File: config.mk
export PLATFORM = sky130hd
export DESIGN_NAME = ldpc_layer_scheduler_flat
export DESIGN_NICKNAME = d
export VERILOG_FILES = /design/src/rtl/ldpc_layer_scheduler_pkg.sv /design/src/rtl/ldpc_layer_scheduler_if.sv /design/src/rtl/ldpc_layer_scheduler.sv /design/src/flat_wrapper.sv
export SDC_FILE = /design/constraint.sdc
export NUM_CORES = 1
export LEC_CHECK = 0
export ABC_AREA = 0
export CAP_MARGIN = 15
export CORE_AREA = 4 4 61 63
export DETAILED_ROUTE_END_ITERATION = 16
export DIE_AREA = 0 0 65 67
export SLEW_MARGIN = 20
export SYNTH_ARGS = -nofsm -noshare
export SYNTH_HDL_FRONTEND = slang
export SYNTH_SLANG_ARGS = --single-unit
File: constraint.sdc
create_clock -name clk -period 2.9 [get_ports clk]
set_clock_uncertainty 0.1 [all_clocks]
set_input_delay 0.58 -clock clk [delete_from_list [all_inputs] [get_ports clk]]
set_output_delay 0.58 -clock clk [all_outputs]
set_load 0.005 [all_outputs]
File: src/rtl/ldpc_layer_scheduler_pkg.sv
// Shared types and defaults for the layered LDPC decoder scheduler.
package ldpc_sched_pkg;

  localparam int unsigned NUM_LAYERS_DEF = 4;
  localparam int unsigned MAX_ITER_DEF   = 10;
  localparam int unsigned ITER_W         = 4;
  localparam int unsigned LAYER_W        = 2;

  // Each start pulse gets its own state, followed by a wait state for the matching done.
  // This keeps a done input from being accepted in the same cycle as its start pulse.
  typedef enum logic [3:0] {
    StIdle      = 4'd0,
    StLoad      = 4'd1,
    StLoadWait  = 4'd2,
    StLayer     = 4'd3,
    StLayerWait = 4'd4,
    StSynd      = 4'd5,
    StSyndWait  = 4'd6,
    StOut       = 4'd7,
    StOutWait   = 4'd8
  } sched_state_e;

  // A configured limit of zero selects the build-time default.
  function automatic logic [ITER_W-1:0] eff_limit(input logic [ITER_W-1:0] cfg,
                                                  input logic [ITER_W-1:0] dflt);
    return (cfg == '0) ? dflt : cfg;
  endfunction

endpackage

File: src/rtl/ldpc_layer_scheduler_if.sv
// Frame handshake, core phase handshakes and status of the LDPC scheduler.
// The master modport is the scheduler side; the slave modport is the frame source plus core.
interface ldpc_layer_scheduler_if
  import ldpc_sched_pkg::*;
();

  logic               frame_valid;
  logic               frame_ready;
  logic [ITER_W-1:0]  cfg_max_iter;
  logic               abort;
  logic               load_start;
  logic               load_done;
  logic               layer_start;
  logic [LAYER_W-1:0] layer_idx;
  logic               layer_done;
  logic               synd_start;
  logic               synd_done;
  logic               synd_ok;
  logic               out_start;
  logic               out_done;
  logic               busy;
  logic               dec_done;
  logic               dec_success;
  logic [ITER_W-1:0]  iter_count;

  modport master (
    input  frame_valid, cfg_max_iter, abort, load_done, layer_done, synd_done, synd_ok,
           out_done,
    output frame_ready, load_start, layer_start, layer_idx, synd_start, out_start, busy,
           dec_done, dec_success, iter_count
  );

  modport slave (
    output frame_valid, cfg_max_iter, abort, load_done, layer_done, synd_done, synd_ok,
           out_done,
    input  frame_ready, load_start, layer_start, layer_idx, synd_start, out_start, busy,
           dec_done, dec_success, iter_count
  );

endinterface

File: src/rtl/ldpc_layer_scheduler.sv
// Phase sequencer for the layered min-sum LDPC decoder core: load, per-layer update,
// syndrome check and output, with layer/iteration counting and frame status.
// Build option: define LDPC_SCHED_EARLY_TERM_EN to stop after the first iteration whose
// syndrome is all-zero; otherwise every frame runs exactly its iteration limit.
module ldpc_layer_scheduler
  import ldpc_sched_pkg::*;
#(
  parameter int unsigned NUM_LAYERS = NUM_LAYERS_DEF,
  parameter int unsigned MAX_ITER   = MAX_ITER_DEF
) (
  input logic                    clk,
  input logic                    rst,
  ldpc_layer_scheduler_if.master bus
);

  localparam logic [LAYER_W-1:0] LastLayer = LAYER_W'(NUM_LAYERS - 1);
  localparam logic [ITER_W-1:0]  DefLimit  = ITER_W'(MAX_ITER);

  sched_state_e       state_q, state_d;
  logic [LAYER_W-1:0] layer_q, layer_d;
  logic [ITER_W-1:0]  iter_q, iter_d;
  logic [ITER_W-1:0]  limit_q, limit_d;
  logic               success_q, success_d;
  logic               done_q, done_d;

  logic aborting;
  logic stop_iter;

  // Abort only has an effect once a frame has been accepted.
  assign aborting = bus.abort && (state_q != StIdle);

`ifdef LDPC_SCHED_EARLY_TERM_EN
  assign stop_iter = bus.synd_ok || (iter_q == limit_q);
`else
  assign stop_iter = (iter_q == limit_q);
`endif

  // State, counters and status registers with synchronous reset.
  always_ff @(posedge clk) begin
    if (rst) begin
      state_q   <= StIdle;
      layer_q   <= '0;
      iter_q    <= '0;
      limit_q   <= DefLimit;
      success_q <= 1'b0;
      done_q    <= 1'b0;
    end else begin
      state_q   <= state_d;
      layer_q   <= layer_d;
      iter_q    <= iter_d;
      limit_q   <= limit_d;
      success_q <= success_d;
      done_q    <= done_d;
    end
  end

  // Next-state: one pulse state per phase, then wait for the matching done.
  always_comb begin
    state_d = state_q;
    if (aborting) begin
      state_d = StIdle;
    end else begin
      unique case (state_q)
        StIdle:      if (bus.frame_valid) state_d = StLoad;
        StLoad:      state_d = StLoadWait;
        StLoadWait:  if (bus.load_done) state_d = StLayer;
        StLayer:     state_d = StLayerWait;
        StLayerWait: begin
          if (bus.layer_done) state_d = (layer_q == LastLayer) ? StSynd : StLayer;
        end
        StSynd:      state_d = StSyndWait;
        StSyndWait:  if (bus.synd_done) state_d = stop_iter ? StOut : StLayer;
        StOut:       state_d = StOutWait;
        StOutWait:   if (bus.out_done) state_d = StIdle;
        default:     state_d = StIdle;
      endcase
    end
  end

  // Counter and status updates tied to frame acceptance and the done handshakes.
  always_comb begin
    layer_d   = layer_q;
    iter_d    = iter_q;
    limit_d   = limit_q;
    success_d = success_q;
    done_d    = 1'b0;
    if (aborting) begin
      // Iteration count is held so the partial progress stays visible.
      layer_d   = '0;
      success_d = 1'b0;
    end else begin
      unique case (state_q)
        StIdle: begin
          if (bus.frame_valid) begin
            limit_d   = eff_limit(bus.cfg_max_iter, DefLimit);
            iter_d    = '0;
            layer_d   = '0;
            success_d = 1'b0;
          end
        end
        StLayerWait: begin
          if (bus.layer_done) begin
            if (layer_q == LastLayer) begin
              layer_d = '0;
              if (iter_q < limit_q) iter_d = iter_q + 1'b1;
            end else begin
              layer_d = layer_q + 1'b1;
            end
          end
        end
        StSyndWait: if (bus.synd_done) success_d = bus.synd_ok;
        StOutWait:  if (bus.out_done) done_d = 1'b1;
        default: ;
      endcase
    end
  end

  // Outputs: start pulses decode directly from the pulse states.
  always_comb begin
    bus.frame_ready = (state_q == StIdle);
    bus.busy        = (state_q != StIdle);
    bus.load_start  = (state_q == StLoad);
    bus.layer_start = (state_q == StLayer);
    bus.synd_start  = (state_q == StSynd);
    bus.out_start   = (state_q == StOut);
    bus.layer_idx   = layer_q;
    bus.iter_count  = iter_q;
    bus.dec_done    = done_q;
    bus.dec_success = success_q;
  end

endmodule

File: src/flat_wrapper.sv
// flat-port wrapper written by rule: the top's interface ports become plain ports
module ldpc_layer_scheduler_flat import ldpc_sched_pkg::*;
#(
  parameter int unsigned NUM_LAYERS = NUM_LAYERS_DEF,
  parameter int unsigned MAX_ITER   = MAX_ITER_DEF
)
  (clk, rst, bus_frame_valid, bus_cfg_max_iter, bus_abort, bus_load_done, bus_layer_done, bus_synd_done, bus_synd_ok, bus_out_done, bus_frame_ready, bus_load_start, bus_layer_start, bus_layer_idx, bus_synd_start, bus_out_start, bus_busy, bus_dec_done, bus_dec_success, bus_iter_count);
  ldpc_layer_scheduler_if bus_i ();
  input logic clk;
  input logic rst;
  input wire logic [$bits(bus_i.frame_valid)-1:0] bus_frame_valid;
  input wire logic [$bits(bus_i.cfg_max_iter)-1:0] bus_cfg_max_iter;
  input wire logic [$bits(bus_i.abort)-1:0] bus_abort;
  input wire logic [$bits(bus_i.load_done)-1:0] bus_load_done;
  input wire logic [$bits(bus_i.layer_done)-1:0] bus_layer_done;
  input wire logic [$bits(bus_i.synd_done)-1:0] bus_synd_done;
  input wire logic [$bits(bus_i.synd_ok)-1:0] bus_synd_ok;
  input wire logic [$bits(bus_i.out_done)-1:0] bus_out_done;
  output wire logic [$bits(bus_i.frame_ready)-1:0] bus_frame_ready;
  output wire logic [$bits(bus_i.load_start)-1:0] bus_load_start;
  output wire logic [$bits(bus_i.layer_start)-1:0] bus_layer_start;
  output wire logic [$bits(bus_i.layer_idx)-1:0] bus_layer_idx;
  output wire logic [$bits(bus_i.synd_start)-1:0] bus_synd_start;
  output wire logic [$bits(bus_i.out_start)-1:0] bus_out_start;
  output wire logic [$bits(bus_i.busy)-1:0] bus_busy;
  output wire logic [$bits(bus_i.dec_done)-1:0] bus_dec_done;
  output wire logic [$bits(bus_i.dec_success)-1:0] bus_dec_success;
  output wire logic [$bits(bus_i.iter_count)-1:0] bus_iter_count;
  assign bus_i.frame_valid = bus_frame_valid;
  assign bus_i.cfg_max_iter = bus_cfg_max_iter;
  assign bus_i.abort = bus_abort;
  assign bus_i.load_done = bus_load_done;
  assign bus_i.layer_done = bus_layer_done;
  assign bus_i.synd_done = bus_synd_done;
  assign bus_i.synd_ok = bus_synd_ok;
  assign bus_i.out_done = bus_out_done;
  assign bus_frame_ready = bus_i.frame_ready;
  assign bus_load_start = bus_i.load_start;
  assign bus_layer_start = bus_i.layer_start;
  assign bus_layer_idx = bus_i.layer_idx;
  assign bus_synd_start = bus_i.synd_start;
  assign bus_out_start = bus_i.out_start;
  assign bus_busy = bus_i.busy;
  assign bus_dec_done = bus_i.dec_done;
  assign bus_dec_success = bus_i.dec_success;
  assign bus_iter_count = bus_i.iter_count;
  ldpc_layer_scheduler #(.NUM_LAYERS(NUM_LAYERS), .MAX_ITER(MAX_ITER)) u_core (.clk(clk), .rst(rst), .bus(bus_i));
endmodule
=== Yosys cells after proc, flatten, opt, wreduce, memory -nomap -nowiden ===
Cells that the tools add are included.

* Register bits: 16
* Input bits: 13
* Output and inout bits: 14
* Logic and storage cells: 63

* Add/sub/neg operators: 2
* Magnitude comparators: 1
* Equality and inequality tests: 17
* Mux-type cells: 22
* Bitwise gates (word level): 2
* Reduce and logical (&&, ||, !) cells: 13

{| class="wikitable"
|+ Operators with widths
! cell !! count
|-
| 4-bit 2-to-1 mux || 10
|-
| 4-bit one-hot mux with 9 select lines || 1
|-
| 4-bit by 3-bit equality test with 1-bit output (second input constant) || 4
|-
| 2-bit inequality test (second input constant) || 5
|-
| 3-bit AND reduction || 3
|-
| 4-bit by 2-bit equality test with 1-bit output (second input constant) || 2
|-
| 4-bit logical NOT || 2
|-
| 4-bit one-hot mux with 2 select lines || 1
|-
| 2-bit 2-to-1 mux || 3
|-
| 3-bit 2-to-1 mux || 2
|-
| 6-bit AND reduction || 1
|-
| 5-bit AND reduction || 1
|-
| 4-bit by 1-bit adder with 4-bit output (second input constant) || 1
|-
| 4-bit by 1-bit equality test with 1-bit output (second input constant) || 1
|-
| 4-bit equality test || 1
|-
| 4-bit equality test (second input constant) || 1
|-
| 4-bit < comparator || 1
|-
| 2-bit by 1-bit inequality test with 1-bit output (second input constant) || 2
|-
| 2-bit one-hot mux with 2 select lines || 1
|-
| 2-bit nonzero test || 2
|-
| 4-bit nonzero test || 1
|-
| 1-bit 2-to-1 mux || 3
|-
| 3-bit OR reduction || 1
|-
| 2-bit by 1-bit adder with 2-bit output (second input constant) || 1
|-
| other kinds (5) || 6
|}

=== Logic depth before layout (Yosys ltp) ===
Gate-level depths: netlist of the first run.

* Depth in word-level cells: 5
* Gate-level depth with buffers: 7
* Mapped depth without buffers: 7

=== Worst setup path before layout of the first run ===
OpenSTA, ideal clock, no wires.

* Path kind: register -> register
* From: register u_core.state_q[3]
* To: register u_core.iter_q[3], in the netlist u_core.bus.iter_count[3]
* Arrival time: 1.793 ns
* Setup slack: 0.873 ns
* Stages on the path, launching flop included: 8
* Clock period less this slack: 2.027 ns
* Path through: dfxtp_1 -> buf_6 -> or4_4 -> clkinv_2 -> nand2_4 -> a22o_1 -> o311ai_0 -> o31ai_1

* Longest elaborated chain between the ends: 4
* Elaborated cells on any way between the ends: 12
* Those cells by class: eq/ne (5); mux (1); bitwise (1); reduce/logical (5)

{| class="wikitable"
|+ RTL lines
! element !! line !! RTL
|-
| from (decl) || ldpc_layer_scheduler.sv:19 || <nowiki>sched_state_e state_q, state_d;</nowiki>
|-
| from (signal assigned) || ldpc_layer_scheduler.sv:41 || <nowiki>state_q <= StIdle;</nowiki>
|-
| from (signal assigned) || ldpc_layer_scheduler.sv:48 || <nowiki>state_q <= state_d;</nowiki>
|-
| 4-bit nonzero test || - ||
|-
| net bus_busy || flat_wrapper.sv:25 || <nowiki>output wire logic [$bits(bus_i.busy)-1:0] bus_busy;</nowiki>
|-
| 1-bit logical AND || ldpc_layer_scheduler.sv:30 || <nowiki>assign aborting = bus.abort && (state_q != StIdle);</nowiki>
|-
| 1-bit NOT (no line) || - ||
|-
| 6-bit AND reduction (no line) || - ||
|-
| to (signal assigned) || ldpc_layer_scheduler.sv:50 || <nowiki>iter_q <= iter_d;</nowiki>
|-
| to (decl) || ldpc_layer_scheduler.sv:21 || <nowiki>logic [ITER_W-1:0] iter_q, iter_d;</nowiki>
|}

The timed path passes the listed nets, and every way through them passes these cells.
A chain may end at the register's enable or synchronous reset.

=== Worst setup path in the final report of the first run ===
* From: register u_core.state_q[2]
* To: output port bus_out_start

* Longest elaborated chain between the ends: 1

{| class="wikitable"
|+ RTL lines
! element !! line !! RTL
|-
| 4-bit by 3-bit equality test with 1-bit output || ldpc_layer_scheduler.sv:125 || <nowiki>bus.out_start = (state_q == StOut);</nowiki>
|-
| to (decl) || flat_wrapper.sv:24 || <nowiki>output wire logic [$bits(bus_i.out_start)-1:0] bus_out_start;</nowiki>
|}

No other way between the ends.

==> flow_results.xml, run 1 <==
<?xml version="1.0" encoding="UTF-8"?>
<metrics>
  <group name="clocking">
    <metric name="cts.path.max_buffers" unit="">2</metric>
    <metric name="cts_max_level" unit="">1</metric>
    <metric name="cts_tree" unit="">yes</metric>
    <metric name="cts.sinks" unit="">16</metric>
    <metric name="cts_setup_buffers" unit="">0</metric>
    <metric name="post_cts_resized" unit="">0</metric>
    <metric name="cts.root.buffer_cell" unit="">clkbuf_4</metric>
    <metric name="path_clk_slew" unit="ns">0.10</metric>
    <metric name="clkLatencyLatePin" unit="ns">0.29</metric>
    <metric name="cts-hold-fix-buffers" unit="">0</metric>
    <metric name="cts-buffers-inserted" unit="">3</metric>
  </group>
  <group name="logic_synthesis">
    <metric name="post-synth-top-area-cell" unit="">dfxtp_1</metric>
    <metric name="synth_seq_cells" unit="">16</metric>
    <metric name="ys_seq_area_share" unit="%">34.3</metric>
    <metric name="dominantRegCellSynth" unit="">dfxtp_1</metric>
    <metric name="synth_top_cells_by_area" unit="">dfxtp_1 34%, ha_1 8.0%, a21oi_1 4.8%</metric>
    <metric name="postSynthAreaPerCell" unit="µm²">8.26</metric>
    <metric name="yosys_warnings" unit="">0</metric>
    <metric name="postSynthNetCount" unit="">132</metric>
    <metric name="netlist-cell-type-count" unit="">34</metric>
    <metric name="syn-cell-area" unit="µm²">933</metric>
    <metric name="async_flop_share" unit="%">0</metric>
    <metric name="yosys.area.top_type_share" unit="%">34.3</metric>
    <metric name="synth_edf_count" unit="">0</metric>
    <metric name="syn_inst" unit="">113</metric>
  </group>
  <group name="power">
    <metric name="power.static_leakage" unit="nW">0.480</metric>
    <metric name="combinationalPowerShare" unit="%">25.4</metric>
    <metric name="power_switching_share" unit="%">30.1</metric>
    <metric name="total_power" unit="mW">0.544</metric>
    <metric name="ir_worst_vdd" unit="µV">155</metric>
    <metric name="cell_internal_pwr" unit="mW">0.380</metric>
    <metric name="pwr-share-clk" unit="%">27.9</metric>
    <metric name="power.sequential.fraction" unit="%">46.6</metric>
    <metric name="switching_power" unit="mW">0.163</metric>
    <metric name="power-per-cell-area" unit="mW/mm²">430</metric>
  </group>
  <group name="place">
    <metric name="instance_count_after_placement_with_tap_cells_included" unit="">182</metric>
    <metric name="port_buffers" unit="">26</metric>
    <metric name="place_congestion" unit="">0.782</metric>
    <metric name="post-dp-hpwl" unit="mm">1.83</metric>
    <metric name="dpl_cell_area" unit="mm²">0.00123</metric>
  </group>
  <group name="worst_setup_path">
    <metric name="critical_path.slowest_cell" unit="">dfxtp_1</metric>
    <metric name="critPathKind" unit="">register to output pin</metric>
    <metric name="timing.reg2reg.setup_slack" unit="ns">0.65</metric>
    <metric name="r2r_start" unit="">u_core.state_q[2]</metric>
    <metric name="crit_path_max_fanout" unit="">16</metric>
    <metric name="critical_path_required" unit="ns">2.22</metric>
    <metric name="r2r_endpoint" unit="">u_core.bus.iter_count[2]</metric>
    <metric name="arrival" unit="ns">1.95</metric>
    <metric name="crit_family" unit="">flip-flops</metric>
    <metric name="worst-path-buf-inv" unit="">2</metric>
    <metric name="cp_cell_sequence" unit="">nand2_1 -&gt; or2_2 -&gt; inv_1 -&gt; clkdlybuf4s50_1</metric>
    <metric name="crit_path_start_kind" unit="">register</metric>
    <metric name="count_of_cells_along_the_worst_register_to_register_path" unit="">6</metric>
    <metric name="cp_slowest_stage_delay" unit="ns">0.66</metric>
    <metric name="worst_setup_path_end_kind" unit="">output pin</metric>
  </group>
  <group name="finish">
    <metric name="final_net_count" unit="">160</metric>
    <metric name="finish.instance_area" unit="mm²">0.00126</metric>
    <metric name="synthToLayoutAreaGrowth" unit="%">35.5</metric>
    <metric name="final_layout_size_suffix_gt1_share" unit="%">7.14</metric>
    <metric name="finish.cell_count_without_fillers" unit="">186</metric>
    <metric name="num_antenna_cells" unit="">0</metric>
  </group>
  <group name="timing">
    <metric name="slew_violations" unit="">0</metric>
    <metric name="final.period_utilization" unit="%">90.8</metric>
    <metric name="relSlewSlack" unit="%">65.9</metric>
    <metric name="hold-worst-slack" unit="ns">0.412</metric>
    <metric name="max_freq" unit="GHz">0.380</metric>
    <metric name="totalNegativeSetupSlack" unit="ns">0</metric>
    <metric name="finalSetupViolations" unit="">0</metric>
    <metric name="report.final.hold_viol_count" unit="">0</metric>
    <metric name="finalCriticalPeriod" unit="ns">2.63</metric>
    <metric name="rsz_0062_raised_after_global_routing" unit="">no</metric>
    <metric name="worst_tran_pin_value" unit="ns">0.511</metric>
  </group>
  <group name="run">
    <metric name="drv.max_cap_violation_count" unit="">0</metric>
  </group>
  <group name="route">
    <metric name="wl" unit="mm">2.36</metric>
    <metric name="drt_pre_antenna_iters" unit="">5</metric>
    <metric name="drt-initial-drc-count" unit="">56</metric>
    <metric name="post-route-drc-count" unit="">0</metric>
    <metric name="dr_total_vias" unit="">935</metric>
    <metric name="via_per_inst" unit="">5.03</metric>
    <metric name="wire_per_inst" unit="µm">12.7</metric>
    <metric name="antenna_left" unit="">0</metric>
  </group>
  <group name="min_path">
    <metric name="worstHoldPathType" unit="">register to register</metric>
    <metric name="whs_endpoint" unit="">u_core.bus.layer_idx[1]</metric>
    <metric name="holdCritStartpoint" unit="">u_core.bus.layer_idx[1]</metric>
    <metric name="min_delay_path_depth" unit="">2</metric>
  </group>
  <group name="global_routing">
    <metric name="grt_pass1_wl" unit="mm">3.99</metric>
    <metric name="vias_in_the_first_global_route" unit="">892</metric>
    <metric name="globalRouteOverflowTotal" unit="">0</metric>
    <metric name="grt_antenna_before_repair" unit="">0</metric>
    <metric name="largest_net_degree_at_the_start_of_global_routing" unit="">17</metric>
    <metric name="gr-usage-met2" unit="%">19.3</metric>
    <metric name="grt.total_usage" unit="%">11.6</metric>
    <metric name="gr-usage-met3" unit="%">3.04</metric>
    <metric name="globalRouteMet1Util" unit="%">14.4</metric>
    <metric name="busiest_layer" unit="">met2</metric>
  </group>
  <group name="floorplan">
    <metric name="die_w" unit="µm">65</metric>
    <metric name="start_util" unit="%">28.9</metric>
    <metric name="ioPinCount" unit="">27</metric>
    <metric name="num_rows" unit="">21</metric>
    <metric name="die_h" unit="µm">67</metric>
    <metric name="coreArea" unit="mm²">0.00323</metric>
    <metric name="floorplan.die_area" unit="mm²">0.00436</metric>
  </group>
  <group name="run_status">
    <metric name="status" unit="">completed</metric>
  </group>
</metrics>
area by class of cell:
cell class                 count  area [µm²]
clock buffer                   4        36.3
fill                         344        1970
inverter                       7        27.5
multi-input combinational     86         556
sequential                    16         320
tap                           46        57.6
timing repair buffer          27         268
synth_stat cells (3+ instances only):
master     n
inv_1      6
mux2i_1    3
dfxtp_1   16
ha_1       6
nand3_1    4
o21ai_0    5
nand2_1   11
nor3_1     7
nor2_1    10
a21oi_1    9
nand2b_1   4
how the worst max path moves through the flow:
| stage | startpoint | to | cells after the start |
|---|---|---|---|
| 6_report | u_core.state_q[2] | bus_out_start | 4 |
| 5_1_grt | u_core.state_q[2] | bus_out_start | 4 |
| 4_1_cts | u_core.state_q[2] | bus_out_start | 4 |
| 3_5_place_dp | u_core.state_q[1] | bus_frame_ready | 3 |
| 3_3_place_gp | u_core.state_q[2] | bus_out_start | 4 |
| 2_1_floorplan | u_core.state_q[3] | u_core.bus.iter_count[3] | 7 |
per-layer routing:
layer / wire length (µm) / vias to the layer above
li1: - / 467
met1: 1080 / 434
met2: 1120 / 30
met3: 143 / 4
met4: 25 / 0
met5: 0 / -
cell families (layout without fill, tap and decap cells):
| kind of cell | after synthesis | count (layout) | synth area share, % |
|---|---|---|---|
| AOI/OAI and AO/OA | 25 | 25 | 16.8 |
| adders and majority gates | 6 | 6 | 8.04 |
| buffers and inverters | 11 | 38 | 6.17 |
| DFF | 16 | 16 | 34.3 |
| muxes | 4 | 4 | 5.63 |
| and+or+nand+nor | 51 | 51 | 29.1 |
layout by cell type, fill, tap and decap left out, types with 3 or more instances in the layout:
master / instances
o21ai_0: 5
inv_1: 6
ha_1: 6
nand2b_1: 4
nand3_1: 4
a21oi_1: 9
clkdlybuf4s50_1: 26
mux2i_1: 3
clkbuf_4: 3
nand2_1: 11
dfxtp_1: 16
nor2_1: 10
nor3_1: 7
through the flow:
stage	setup WS (ns)	utilization [%]
finish	0.268	39.1
global placement	0.607	38.0
floorplan	0.873	-
detailed placement	0.609	38.0
CTS	0.257	39.1
global route	0.149	39.1
flip-flops by register name (all words and copies together), names as in the netlist:
register                count
u_core.bus.layer_idx        2
u_core.bus.dec_done         1
u_core.bus.iter_count       4
u_core.bus.dec_success      1
u_core.limit_q              4
u_core.state_q              4
worst register-to-register path: cells and delay by family (launching register included):
family,cells,cell delay (ns)
simple gates,2,0.42
flops,1,0.66
buf+inv,1,0.18
compound gates,3,0.77
power groups by stage:
| stage | clock network [mW] | logic, mW | registers (mW) |
|---|---|---|---|
| 2_1_floorplan | 0 | 0.0934 | 0.243 |
| 3_3_place_gp | 0 | 0.137 | 0.257 |
| 3_5_place_dp | 0 | 0.139 | 0.258 |
| 4_1_cts | 0.160 | 0.139 | 0.253 |
| 5_1_grt | 0.172 | 0.153 | 0.256 |
| 6_report | 0.152 | 0.138 | 0.253 |
Power figures use the tool's default switching activity.
==> run 2, diff against run 1 <==
--- a/config.mk
+++ b/config.mk
@@ -7,10 +7,9 @@
 export LEC_CHECK = 0
 export ABC_AREA = 0
 export CAP_MARGIN = 15
-export CORE_AREA = 4 4 61 63
+export CORE_AREA = 4 4 72 54
 export DETAILED_ROUTE_END_ITERATION = 16
-export DIE_AREA = 0 0 65 67
-export SLEW_MARGIN = 20
+export DIE_AREA = 0 0 76 58
 export SYNTH_ARGS = -nofsm -noshare
 export SYNTH_HDL_FRONTEND = slang
 export SYNTH_SLANG_ARGS = --single-unit
==> run 2 against run 1 <==
Compared with the run above: hold slack got worse by 0.0048 ns; fmax rose by 2.5%; first-iteration DRC count rose by 46%; final area increased by 0.69%; critical path depth is the same; sequential cell count unchanged; combinational power hardly changed; sequential power about the same; count of clock-buffer cells in the layout did not move; cell count is 4.3% lower; via count fell by 3.1%; routed wire length rose by 1.0%; critical endpoint unchanged; largest power group unchanged.
==> flow_results.xml, run 2 (synthesized netlist as in run 1, its figures left out) <==
<?xml version="1.0" encoding="UTF-8"?>
<metrics>
  <group name="run_status">
    <metric name="status" unit="">completed</metric>
  </group>
  <group name="global_routing">
    <metric name="vias_in_the_first_global_route" unit="">814</metric>
    <metric name="grt_antenna_before_repair" unit="">0</metric>
    <metric name="largest_net_degree_at_the_start_of_global_routing" unit="">17</metric>
    <metric name="grt_pass1_wl" unit="mm">3.89</metric>
    <metric name="globalRouteOverflowTotal" unit="">0</metric>
    <metric name="grt.total_usage" unit="%">11.1</metric>
  </group>
  <group name="worst_setup_path">
    <metric name="r2r_endpoint" unit="">u_core.bus.iter_count[1]</metric>
    <metric name="worst_setup_path_end_kind" unit="">output pin</metric>
    <metric name="r2r_start" unit="">u_core.state_q[2]</metric>
    <metric name="critPathKind" unit="">register to output pin</metric>
    <metric name="count_of_cells_along_the_worst_register_to_register_path" unit="">6</metric>
    <metric name="critical_path_required" unit="ns">2.22</metric>
    <metric name="critical_path.startpoint" unit="">u_core.state_q[2]</metric>
    <metric name="timing.reg2reg.setup_slack" unit="ns">0.70</metric>
    <metric name="crit_path_start_kind" unit="">register</metric>
    <metric name="arrival" unit="ns">1.89</metric>
    <metric name="crit_path_max_fanout" unit="">16</metric>
  </group>
  <group name="place">
    <metric name="port_buffers" unit="">26</metric>
    <metric name="dpl_cell_area" unit="mm²">0.00122</metric>
    <metric name="post-dp-hpwl" unit="mm">1.88</metric>
    <metric name="place_congestion" unit="">0.806</metric>
  </group>
  <group name="timing">
    <metric name="relSlewSlack" unit="%">65.8</metric>
    <metric name="slew_violations" unit="">0</metric>
    <metric name="worst_tran_pin_value" unit="ns">0.512</metric>
    <metric name="finalSetupViolations" unit="">0</metric>
    <metric name="max_freq" unit="GHz">0.389</metric>
    <metric name="report.final.hold_viol_count" unit="">0</metric>
    <metric name="totalNegativeSetupSlack" unit="ns">0</metric>
    <metric name="rsz_0062_raised_after_global_routing" unit="">no</metric>
    <metric name="final.period_utilization" unit="%">88.6</metric>
    <metric name="finalCriticalPeriod" unit="ns">2.57</metric>
  </group>
  <group name="finish">
    <metric name="final_layout_size_suffix_gt1_share" unit="%">7.14</metric>
    <metric name="num_antenna_cells" unit="">0</metric>
    <metric name="filler_cell_count" unit="">319</metric>
    <metric name="synthToLayoutAreaGrowth" unit="%">36.5</metric>
    <metric name="final_common_cell" unit="">clkdlybuf4s50_1</metric>
    <metric name="final-seq-area" unit="µm²">320</metric>
    <metric name="most-common-layout-cells" unit="">26 x clkdlybuf4s50_1, 16 x dfxtp_1, 11 x nand2_1, 10 x nor2_1, 9 x a21oi_1</metric>
    <metric name="final_net_count" unit="">160</metric>
    <metric name="multi_input_comb_area" unit="µm²">556</metric>
    <metric name="finish.instance_area" unit="mm²">0.00127</metric>
  </group>
  <group name="floorplan">
    <metric name="die_w" unit="µm">76</metric>
    <metric name="ioPinCount" unit="">27</metric>
    <metric name="die_h" unit="µm">58</metric>
    <metric name="floorplan.die_area" unit="mm²">0.00441</metric>
    <metric name="num_rows" unit="">17</metric>
    <metric name="coreArea" unit="mm²">0.00313</metric>
    <metric name="start_util" unit="%">29.9</metric>
  </group>
  <group name="power">
    <metric name="power.static_leakage" unit="nW">0.487</metric>
    <metric name="ir_worst_vdd" unit="µV">292</metric>
    <metric name="total_power" unit="mW">0.595</metric>
    <metric name="power-per-cell-area" unit="mW/mm²">467</metric>
  </group>
  <group name="clocking">
    <metric name="cts.path.max_buffers" unit="">2</metric>
    <metric name="cts_max_level" unit="">1</metric>
    <metric name="cts-hold-fix-buffers" unit="">0</metric>
    <metric name="cts_tree" unit="">yes</metric>
    <metric name="cts_setup_buffers" unit="">0</metric>
    <metric name="path_clk_slew" unit="ns">0.07</metric>
    <metric name="clkLatencyLatePin" unit="ns">0.25</metric>
    <metric name="cts-buffers-inserted" unit="">3</metric>
    <metric name="cts.root.buffer_cell" unit="">clkbuf_8</metric>
    <metric name="cts.sinks" unit="">16</metric>
    <metric name="post_cts_resized" unit="">0</metric>
  </group>
  <group name="route">
    <metric name="via_per_inst" unit="">5.09</metric>
    <metric name="drt_pre_antenna_iters" unit="">4</metric>
    <metric name="drt-initial-drc-count" unit="">82</metric>
    <metric name="wire_per_inst" unit="µm">13.4</metric>
    <metric name="wl" unit="mm">2.38</metric>
    <metric name="dr_total_vias" unit="">906</metric>
    <metric name="post-route-drc-count" unit="">0</metric>
    <metric name="antenna_left" unit="">0</metric>
  </group>
  <group name="run">
    <metric name="drv.max_cap_violation_count" unit="">0</metric>
  </group>
  <group name="min_path">
    <metric name="whs_endpoint" unit="">u_core.bus.layer_idx[1]</metric>
    <metric name="min_delay_path_depth" unit="">2</metric>
    <metric name="holdCritStartpoint" unit="">u_core.bus.layer_idx[1]</metric>
    <metric name="worstHoldPathType" unit="">register to register</metric>
  </group>
</metrics>
==> run 2: cell counts in the layout (fill, tap and decap cells not counted) <==
Identical to the previous run, type by type.
==> run 2: final cells by class <==
type | count | share of cell area (%)
multi-input combinational | 86 | 43.6
clock buffer | 4 | 4.32
sequential | 16 | 25.1
inverter | 7 | 2.16
timing repair buffer | 27 | 21.0
tap | 38 | 3.73
==> run 2: routing by layer <==
metal	global-route usage [%]	wire [µm]
met1	15.3	1230
met2	16.1	952
met3	3.42	165
met5	0	0
met4	4.57	39
==> run 2: report_power, final <==
group | leakage (nW) | switching, mW | internal (mW)
sequential | 0.130 | 0.0224 | 0.231
clock | 0.0288 | 0.0820 | 0.121
combinational | 0.329 | 0.0661 | 0.0726
==> run 2: how the worst max path moves through the flow <==
stage / end / slack (ns)
floorplan: u_core.bus.iter_count[3] / 0.87
global placement: u_core.state_q[2] / 0.59
detailed placement: u_core.state_q[2] / 0.59
CTS: bus_out_start / 0.32
global route: bus_out_start / 0.15
finish: bus_out_start / 0.33
==> run 2: worst max-delay path, cell delays in order, from the launching register on <==
cell and delay (ns):
dfxtp_1 0.64, nand2_1 0.14, or2_2 0.31, inv_1 0.06, clkdlybuf4s50_1 0.49
==> run 2: stage by stage <==
| step | hold WS [ns] | setup slack, ns | instances | util (%) |
|---|---|---|---|---|
| detailed placement | 0.398 | 0.594 | 174 | 39.0 |
| floorplan | 0.363 | 0.873 | 113 | - |
| global route | 0.445 | 0.154 | 178 | 40.7 |
| global placement | 0.389 | 0.592 | 174 | 39.0 |
| finish | 0.407 | 0.332 | 178 | 40.7 |
| CTS | 0.408 | 0.325 | 178 | 40.7 |
